$ cat src/rtl/a2d_pkg.sv
// Shared A2D SPI constants and state encoding, common to the master-side
// A2D interface and the responder.
package a2d_pkg;

    localparam int CMD_W    = 16;
    localparam int CHNL_MSB = 13;
    localparam int CHNL_LSB = 11;
    localparam int RESP_PAD = 4;

    typedef enum logic [1:0] {
        IDLE,
        SHIFT,
        CONV
    } a2d_rsp_state_t;

endpackage

$ cat src/rtl/a2d_spi_responder_sync_edge.sv
// Multi-flop synchronizer with one extra flop for rise/fall detection.
// RST_VAL sets the level assumed for the pin while in reset, so that an
// idle-high input does not produce a spurious edge when reset releases.
module sync_edge #(
    parameter int   SYNC_STAGES = 2,
    parameter logic RST_VAL     = 1'b0
) (
    input  logic clk,
    input  logic rst,
    input  logic d,
    output logic sync,
    output logic rise,
    output logic fall
);

    logic [SYNC_STAGES-1:0] sync_q;
    logic                   prev_q;

    // Synchronizer chain plus the edge-detect history flop.
    always_ff @(posedge clk) begin
        if (rst) begin
            sync_q <= {SYNC_STAGES{RST_VAL}};
            prev_q <= RST_VAL;
        end else begin
            sync_q <= {sync_q[SYNC_STAGES-2:0], d};
            prev_q <= sync_q[SYNC_STAGES-1];
        end
    end

    assign sync = sync_q[SYNC_STAGES-1];
    assign rise = sync & ~prev_q;
    assign fall = ~sync & prev_q;

endmodule

$ cat src/rtl/a2d_spi_responder.sv
// SPI slave model of the 8-channel 12-bit A2D converter. Commands arrive on
// MOSI; the selected channel is captured when the frame ends and returned
// MSB first on MISO during the next frame.
// Optional build macro: A2D_CMD_CHECK_EN adds cmd_err and rejects commands
// with non-zero header or trailing bits.
//
//   state | meaning
//   IDLE  | SS_n high, waiting for SS_n fall
//   SHIFT | frame active: sample MOSI on SCLK rise, shift MISO on SCLK fall
//   CONV  | one clk: latch command, capture channel sample, pulse cnv_done
module a2d_spi_responder
    import a2d_pkg::*;
#(
    parameter int NUM_CH      = 8,
    parameter int DATA_W      = 12,
    parameter int SYNC_STAGES = 2
) (
    input  logic                     clk,
    input  logic                     rst,
    input  logic                     SS_n,
    input  logic                     SCLK,
    input  logic                     MOSI,
    output logic                     MISO,
    input  logic [NUM_CH*DATA_W-1:0] ch_data,
    output logic                     cnv_done,
    output logic [2:0]               last_chnnl,
    output logic [CMD_W-1:0]         cmd_rx
`ifdef A2D_CMD_CHECK_EN
    ,
    output logic                     cmd_err
`endif
);

    logic ss_sync_unused, ss_rise, ss_fall;
    logic sclk_sync_unused, sclk_rise, sclk_fall;
    logic mosi_sync, mosi_rise_unused, mosi_fall_unused;

    sync_edge #(.SYNC_STAGES(SYNC_STAGES), .RST_VAL(1'b1)) u_ss (
        .clk(clk), .rst(rst), .d(SS_n),
        .sync(ss_sync_unused), .rise(ss_rise), .fall(ss_fall)
    );

    sync_edge #(.SYNC_STAGES(SYNC_STAGES), .RST_VAL(1'b0)) u_sclk (
        .clk(clk), .rst(rst), .d(SCLK),
        .sync(sclk_sync_unused), .rise(sclk_rise), .fall(sclk_fall)
    );

    sync_edge #(.SYNC_STAGES(SYNC_STAGES), .RST_VAL(1'b0)) u_mosi (
        .clk(clk), .rst(rst), .d(MOSI),
        .sync(mosi_sync), .rise(mosi_rise_unused), .fall(mosi_fall_unused)
    );

    a2d_rsp_state_t    state_q, state_d;
    logic [4:0]        bit_cnt_q, bit_cnt_d;
    logic [CMD_W-1:0]  rx_q, rx_d;
    logic [CMD_W-1:0]  tx_q, tx_d;
    logic [DATA_W-1:0] conv_q, conv_d;
    logic [CMD_W-1:0]  cmd_rx_q, cmd_rx_d;
    logic [2:0]        chnl_q, chnl_d;
    logic              cmd_bad;

    // Malformed-command detect; constant 0 when checking is not built in.
    always_comb begin
        cmd_bad = 1'b0;
`ifdef A2D_CMD_CHECK_EN
        cmd_bad = (rx_q[CMD_W-1:CHNL_MSB+1] != '0) || (rx_q[CHNL_LSB-1:0] != '0);
`endif
    end

    // Next-state logic; within SHIFT the SCLK edge is applied before the
    // SS_n rise decision so a coincident last rise still completes the frame.
    always_comb begin
        state_d   = state_q;
        bit_cnt_d = bit_cnt_q;
        rx_d      = rx_q;
        tx_d      = tx_q;
        conv_d    = conv_q;
        cmd_rx_d  = cmd_rx_q;
        chnl_d    = chnl_q;
        case (state_q)
            IDLE: begin
                if (ss_fall) begin
                    tx_d               = '0;
                    tx_d[DATA_W-1:0]   = conv_q;
                    bit_cnt_d          = '0;
                    state_d            = SHIFT;
                end
            end
            SHIFT: begin
                if (sclk_rise && bit_cnt_q < 5'd16) begin
                    rx_d      = {rx_q[CMD_W-2:0], mosi_sync};
                    bit_cnt_d = bit_cnt_q + 5'd1;
                end
                if (sclk_fall && bit_cnt_q != 5'd0) begin
                    tx_d = {tx_q[CMD_W-2:0], 1'b0};
                end
                if (ss_rise) begin
                    state_d = (bit_cnt_d == 5'd16) ? CONV : IDLE;
                end
            end
            CONV: begin
                cmd_rx_d = rx_q;
                chnl_d   = rx_q[CHNL_MSB:CHNL_LSB];
                if (!cmd_bad) begin
                    conv_d = '0;
                    for (int k = 0; k < NUM_CH; k++) begin
                        if (rx_q[CHNL_MSB:CHNL_LSB] == 3'(k)) begin
                            conv_d = ch_data[k*DATA_W +: DATA_W];
                        end
                    end
                end
                state_d = IDLE;
            end
            default: state_d = IDLE;
        endcase
    end

    // State and datapath registers.
    always_ff @(posedge clk) begin
        if (rst) begin
            state_q   <= IDLE;
            bit_cnt_q <= '0;
            rx_q      <= '0;
            tx_q      <= '0;
            conv_q    <= '0;
            cmd_rx_q  <= '0;
            chnl_q    <= '0;
        end else begin
            state_q   <= state_d;
            bit_cnt_q <= bit_cnt_d;
            rx_q      <= rx_d;
            tx_q      <= tx_d;
            conv_q    <= conv_d;
            cmd_rx_q  <= cmd_rx_d;
            chnl_q    <= chnl_d;
        end
    end

    assign MISO       = (state_q == SHIFT) & tx_q[CMD_W-1];
    assign cnv_done   = (state_q == CONV) & ~cmd_bad;
    assign last_chnnl = chnl_q;
    assign cmd_rx     = cmd_rx_q;
`ifdef A2D_CMD_CHECK_EN
    assign cmd_err    = (state_q == CONV) & cmd_bad;
`endif

endmodule

$ cat config.mk
export PLATFORM = sky130hd
export DESIGN_NAME = a2d_spi_responder
export DESIGN_NICKNAME = d
export VERILOG_FILES = /design/src/rtl/a2d_pkg.sv /design/src/rtl/a2d_spi_responder_sync_edge.sv /design/src/rtl/a2d_spi_responder.sv
export SDC_FILE = /design/constraint.sdc
export NUM_CORES = 1
export LEC_CHECK = 0
export CORE_ASPECT_RATIO = 1.2
export CORE_MARGIN = 2
export CORE_UTILIZATION = 45
export CTS_CLUSTER_DIAMETER = 30
export DETAILED_ROUTE_END_ITERATION = 10
export PLACE_DENSITY = 0.78
export SLEW_MARGIN = 20
export SYNTH_ARGS = -nofsm -noshare
export SYNTH_HDL_FRONTEND = slang
export SYNTH_SLANG_ARGS = --single-unit
$ cat constraint.sdc
create_clock -name clk -period 1.9 [get_ports clk]
set_input_delay 0.285 -clock clk [delete_from_list [all_inputs] [get_ports clk]]
set_output_delay 0.285 -clock clk [all_outputs]
set_load 0.005 [all_outputs]
# == After elaboration in Yosys (flattened, before gate mapping) ==
# Cells that the tools add are included.
# totals
out_inout_bits,21
in_bits,101
register_bits,78
# op_classes
n_lt_le_gt_ge,1
bitwise_logic,9
n_mux,19
reduce_logical,10
n_eq_ne,13
add_sub_neg,1
# ops
cell,count
$mux W12,8
$mux W16,2
$pmux W16 S2,1
$mux W5,3
$eq A3 B3 Y1 const B,4
$pmux W5 S2,1
$eq A3 B2 Y1 const B,2
$mux W2,3
$ne A2 B2 Y1 const B,3
$reduce_and A2 Y1,3
$add A5 B1 Y5 const B,1
$and A1 B1 Y1,5
$eq A5 B5 Y1 const B,1
$lt A5 B5 Y1 const B,1
$reduce_bool A5 Y1,1
$not A1 Y1,4
$pmux W2 S2,1
$eq A3 B1 Y1 const B,1
$logic_not A3 Y1,1
$reduce_and A3 Y1,1
$eq A2 B1 Y1 const B,1
$eq A2 B2 Y1 const B,1
$logic_and A1 B1 Y1,2
$logic_not A2 Y1,1
$reduce_bool A2 Y1,1

# == Depth between registers and ports, before layout ==
# Gate-level depths: netlist (run 1).
# depth
depth_word,9
depth_mapped,7

# == By module ==
# A second synthesis (run 1) with hierarchy kept.
# hier_totals
cells_unflattened,443
area_unflattened_um2,3891.2
# by_module_without_submodules
mod,cells_per_inst,area_per_inst_um2,n_inst
a2d_spi_responder,419,3616.0,1
sync_edge at u_mosi ...,8,91.3,2
sync_edge at u_ss,8,92.6,1

# == Worst setup path before layout (run 1) ==
# OpenSTA, ideal clock, no wires.
# synth_timing
path_kind,reg-to-reg
startpoint,register bit_cnt_q[0]
endpoint,register tx_q[10]
stages_incl_launch_ff,8
n_path_buf,1
setup_ps,142
setup_slack_ps,251
arrival_time_ps,1506
path_cell_list,dfxtp_1 inv_1 ha_1 nor4b_4 o31a_2 nor2_2 buf_6 a311oi_2
# synth_between
elab_chain_cells,4
# synth_lines
element,line,rtl
"start, declared",a2d_spi_responder.sv:54,"logic [4:0] bit_cnt_q, bit_cnt_d;"
"start signal, assigned",a2d_spi_responder.sv:130,bit_cnt_q <= bit_cnt_d;
$reduce_bool A5 Y1,a2d_spi_responder.sv:94,if (sclk_fall && bit_cnt_q != 5'd0) begin
$logic_and A1 B1 Y1,a2d_spi_responder.sv:94,
$ne A2 B2 Y1 (no source line),-,
$reduce_and A3 Y1 (no source line),-,
"end signal, assigned",a2d_spi_responder.sv:132,tx_q <= tx_d;
"end, declared",a2d_spi_responder.sv:56,"logic [CMD_W-1:0] tx_q, tx_d;"
# No other way between the ends.
# A chain may end at the register's enable or synchronous reset.

# == Worst setup path in the final report (run 1) ==
# layout_timing
startpoint,register state_q[0]
endpoint,output cnv_done
# layout_between
elab_chain_cells,1
# layout_lines
element,line,rtl
"start, declared",a2d_spi_responder.sv:53,"a2d_rsp_state_t state_q, state_d;"
"start signal, assigned",a2d_spi_responder.sv:129,state_q <= state_d;
$eq A2 B2 Y1,a2d_spi_responder.sv:140,assign cnv_done = (state_q == CONV) & ~cmd_bad;
"end, declared",a2d_spi_responder.sv:25,"output logic cnv_done,"
# No other way between the ends.

==> results of run 1 <==
cell usage after synthesis, types with 2 or more instances:
master     n  area share
a211oi_1  12       0.024
or2_2      3      0.0049
nand4_1    5      0.0082
a21oi_1   55       0.072
nor2_1     8      0.0079
mux2i_1   36       0.094
clkinv_1   2      0.0020
nand2_1   95       0.093
nand3b_1   2      0.0039
a31oi_1   11       0.018
ha_1       2      0.0066
nand3_1    2      0.0026
nor2b_1   20       0.033
a22oi_1   11       0.022
nand2b_1   3      0.0049
a32o_1    11       0.029
a311oi_2   9       0.035
buf_6      2      0.0059
inv_1      3      0.0029
clkbuf_1  11       0.011
buf_1      2      0.0020
buf_2     16       0.021
o21ai_0   11       0.014
dfxtp_1   75        0.39
buf_4      7       0.014
per-layer routing:
layer	global-route usage	vias up	part of all wire
met5	0	-	0
met4	0.0649	0	0.015
met3	0.0427	12	0.045
met2	0.371	83	0.52
met1	0.261	1670	0.42
li1	-	1796	-
report_power, final:
part	switching [mW]	internal (mW)	leakage (nW)
clock network	0.561	0.630	0.0946
logic	0.124	0.247	1.00
registers	0.0126	1.59	0.608
total	0.697	2.47	1.70
worst max-delay path, stage by stage (launching register included):
cell	delay (ns)
dfxtp_2	0.37
nand2b_1	0.16
clkinv_1	0.14
clkdlybuf4s50_1	0.52
registers in the layout (all words and copies together) (netlist names):
| name | cells |
|---|---|
| bit_cnt_q | 5 |
| cmd_rx | 16 |
| conv_q | 12 |
| rx_q | 16 |
| state_q | 2 |
| tx_q | 16 |
| u_mosi.sync_q | 2 |
| u_sclk.prev_q | 1 |
| u_sclk.sync_q | 2 |
| u_ss.prev_q | 1 |
| u_ss.sync_q | 2 |
cell families (layout without fill, tap and decap cells):
logic type	count (synthesis)	count (layout)	share of synthesized area
AND/OR/NAND/NOR	150	150	0.189
AO/OA/AOI/OAI	130	130	0.243
flip-flops	75	75	0.393
buffers and inverters	45	162	0.0675
multiplexers	37	37	0.100
adder cells (fa/ha/maj)	2	2	0.00655
final cells by class:
type / instances / area [um2] / share of cell area
multi-input combinational: 319 / 2060 / 0.389
timing repair buffer: 143 / 1380 / 0.261
clock inverter: 4 / 51.3 / 0.00968
tap: 114 / 143 / 0.0269
sequential: 75 / 1500 / 0.284
clock buffer: 10 / 138 / 0.0260
inverter: 5 / 18.8 / 0.00354
worst paths after layout:
path	endpoint	slack, ns	cells after the start
worst max register to register	tx_q[1]	0.14	7
worst max-delay path	cnv_done	0.08	3
worst min register to register	u_ss.sync_q[1]	0.44	1
worst min-delay path	bit_cnt_q[2]	0.39	3
metrics by stage:
step	area, um2	hold slack [ns]	TNS, ns	setup WS (ns)
floorplan	3820	0.389	0	0.251
detailed placement	5110	0.419	0	0.143
finish	5300	0.393	0	0.0776
global placement	5110	0.404	0	0.217
global route	5300	0.397	-0.00144	-0.00144
CTS	5300	0.376	0	0.0565
==> qor.csv, run 1 <==
metric;value;unit
run status;finished, final reports clean;
Via density;5.31;
DP Cell Count;656;
Max Root-Sink Buffers;2;
DR pass1 iterations;4;
overall power;3.17;mW
Initial Utilization;0.466;
Top Ports;122;
clock skew;0.0140;ns
Vias;3561;
Setup crit start;state_q[0];
R2R Path Start;bit_cnt_q[1];
post-cts hold buffer count;0;
vias in the first global route;3476;
register area share after synthesis;0.393;
Detail Placement HPWL;7390;um
CTS tree;done;
Final Setup Violations;0;
WL final;9570;um
Synth Area per Inst;8.70;um2
syn nets;542;
first-pass GRT wire length;15800;um
most frequent cells in the layout;clkdlybuf4s50_1 (120), nand2_1 (95), dfxtp_1 (73);
Hold Crit Class;input pin to flop;
Worst Tran Pin Value;0.692;ns
CP Launch Type;flop;
Slew headroom;0.537;
Clock Sinks;75;
htree depth;3;
nets@finish;656;
CORE AREA;8200;um2
drt drc;0;
synth-to-layout area growth;38.8;%
pin count of the biggest net entering global routing;38;
Max VDD drop;0.324;mV
commonest non-fill, non-tap cell in the layout;clkdlybuf4s50_1;
max cap viols;0;
PD cells;597;nW/um2
row count;36;
Syn Inst Count;439;
final hold vios;0;
nature of the critical path endpoint;output pin;
Die Y;105;um
asr flop ratio synth;0;
CTS clk-pin slew, worst paths;0.08;ns
diode count;0;
Lkg Pwr;1.70;nW
Final Cycle Share;0.959;
TritonCTS buffer count;9;
WP data required;1.62;ns
number of port buffers;121;
Final Max Slew Viols;0;
Final GP Congestion;0.810;
Worst Hold Launch;rst;
layout cell share with drive strength beyond 1;0.113;
WP data arrival;1.54;ns
Tot GR Track Use;0.213;
drt first-iter violations;191;
Post-Syn Area;3820;um2
DR WL/cell;14.3;um
EDFF count, synth;0;
post-synthesis cell type count;50;
dominant synthesized flop cell;dfxtp_1;
RSZ-0062 raised after global routing;true;
Layout Utilization;0.646;
root buf cell;clkbuf_8;
YS warnings;0;
Synth Register Bits;75;
die area;9240;um2
f_max;549;MHz
Crit Path Class;flop to output pin;
ANT nets after route;0;
minimum clock period;1.82;ns
DIE WIDTH;88.1;um
PostCTS Resize Cnt;2;
critical path peak fanout;6;
grt ovf;0;
Filler Cell Count;698;
Post-CTS Setup Inserts;0;
Post-Layout Cell Count;670;
initial antenna violation count;0;
Worst-Skew Late Latency;0.35;ns
Power figures use the tool's default switching activity.
==> inputs of run 2 (changes only) <==
--- a/config.mk
+++ b/config.mk
@@ -9,6 +9,7 @@
 export CORE_MARGIN = 2
 export CORE_UTILIZATION = 45
 export CTS_CLUSTER_DIAMETER = 30
+export CTS_CLUSTER_SIZE = 14
 export DETAILED_ROUTE_END_ITERATION = 10
 export PLACE_DENSITY = 0.78
 export SLEW_MARGIN = 20
==> results of run 2 <==
The final DEF is identical to that of run 1; final timing and power are the same.
==> inputs of run 3 (changes only) <==
--- a/config.mk
+++ b/config.mk
@@ -5,6 +5,7 @@
 export SDC_FILE = /design/constraint.sdc
 export NUM_CORES = 1
 export LEC_CHECK = 0
+export ABC_CLOCK_PERIOD_IN_PS = 1900
 export CORE_ASPECT_RATIO = 1.2
 export CORE_MARGIN = 2
 export CORE_UTILIZATION = 45
==> results of run 3 <==
The final DEF is identical to that of run 1; final timing and power are the same.
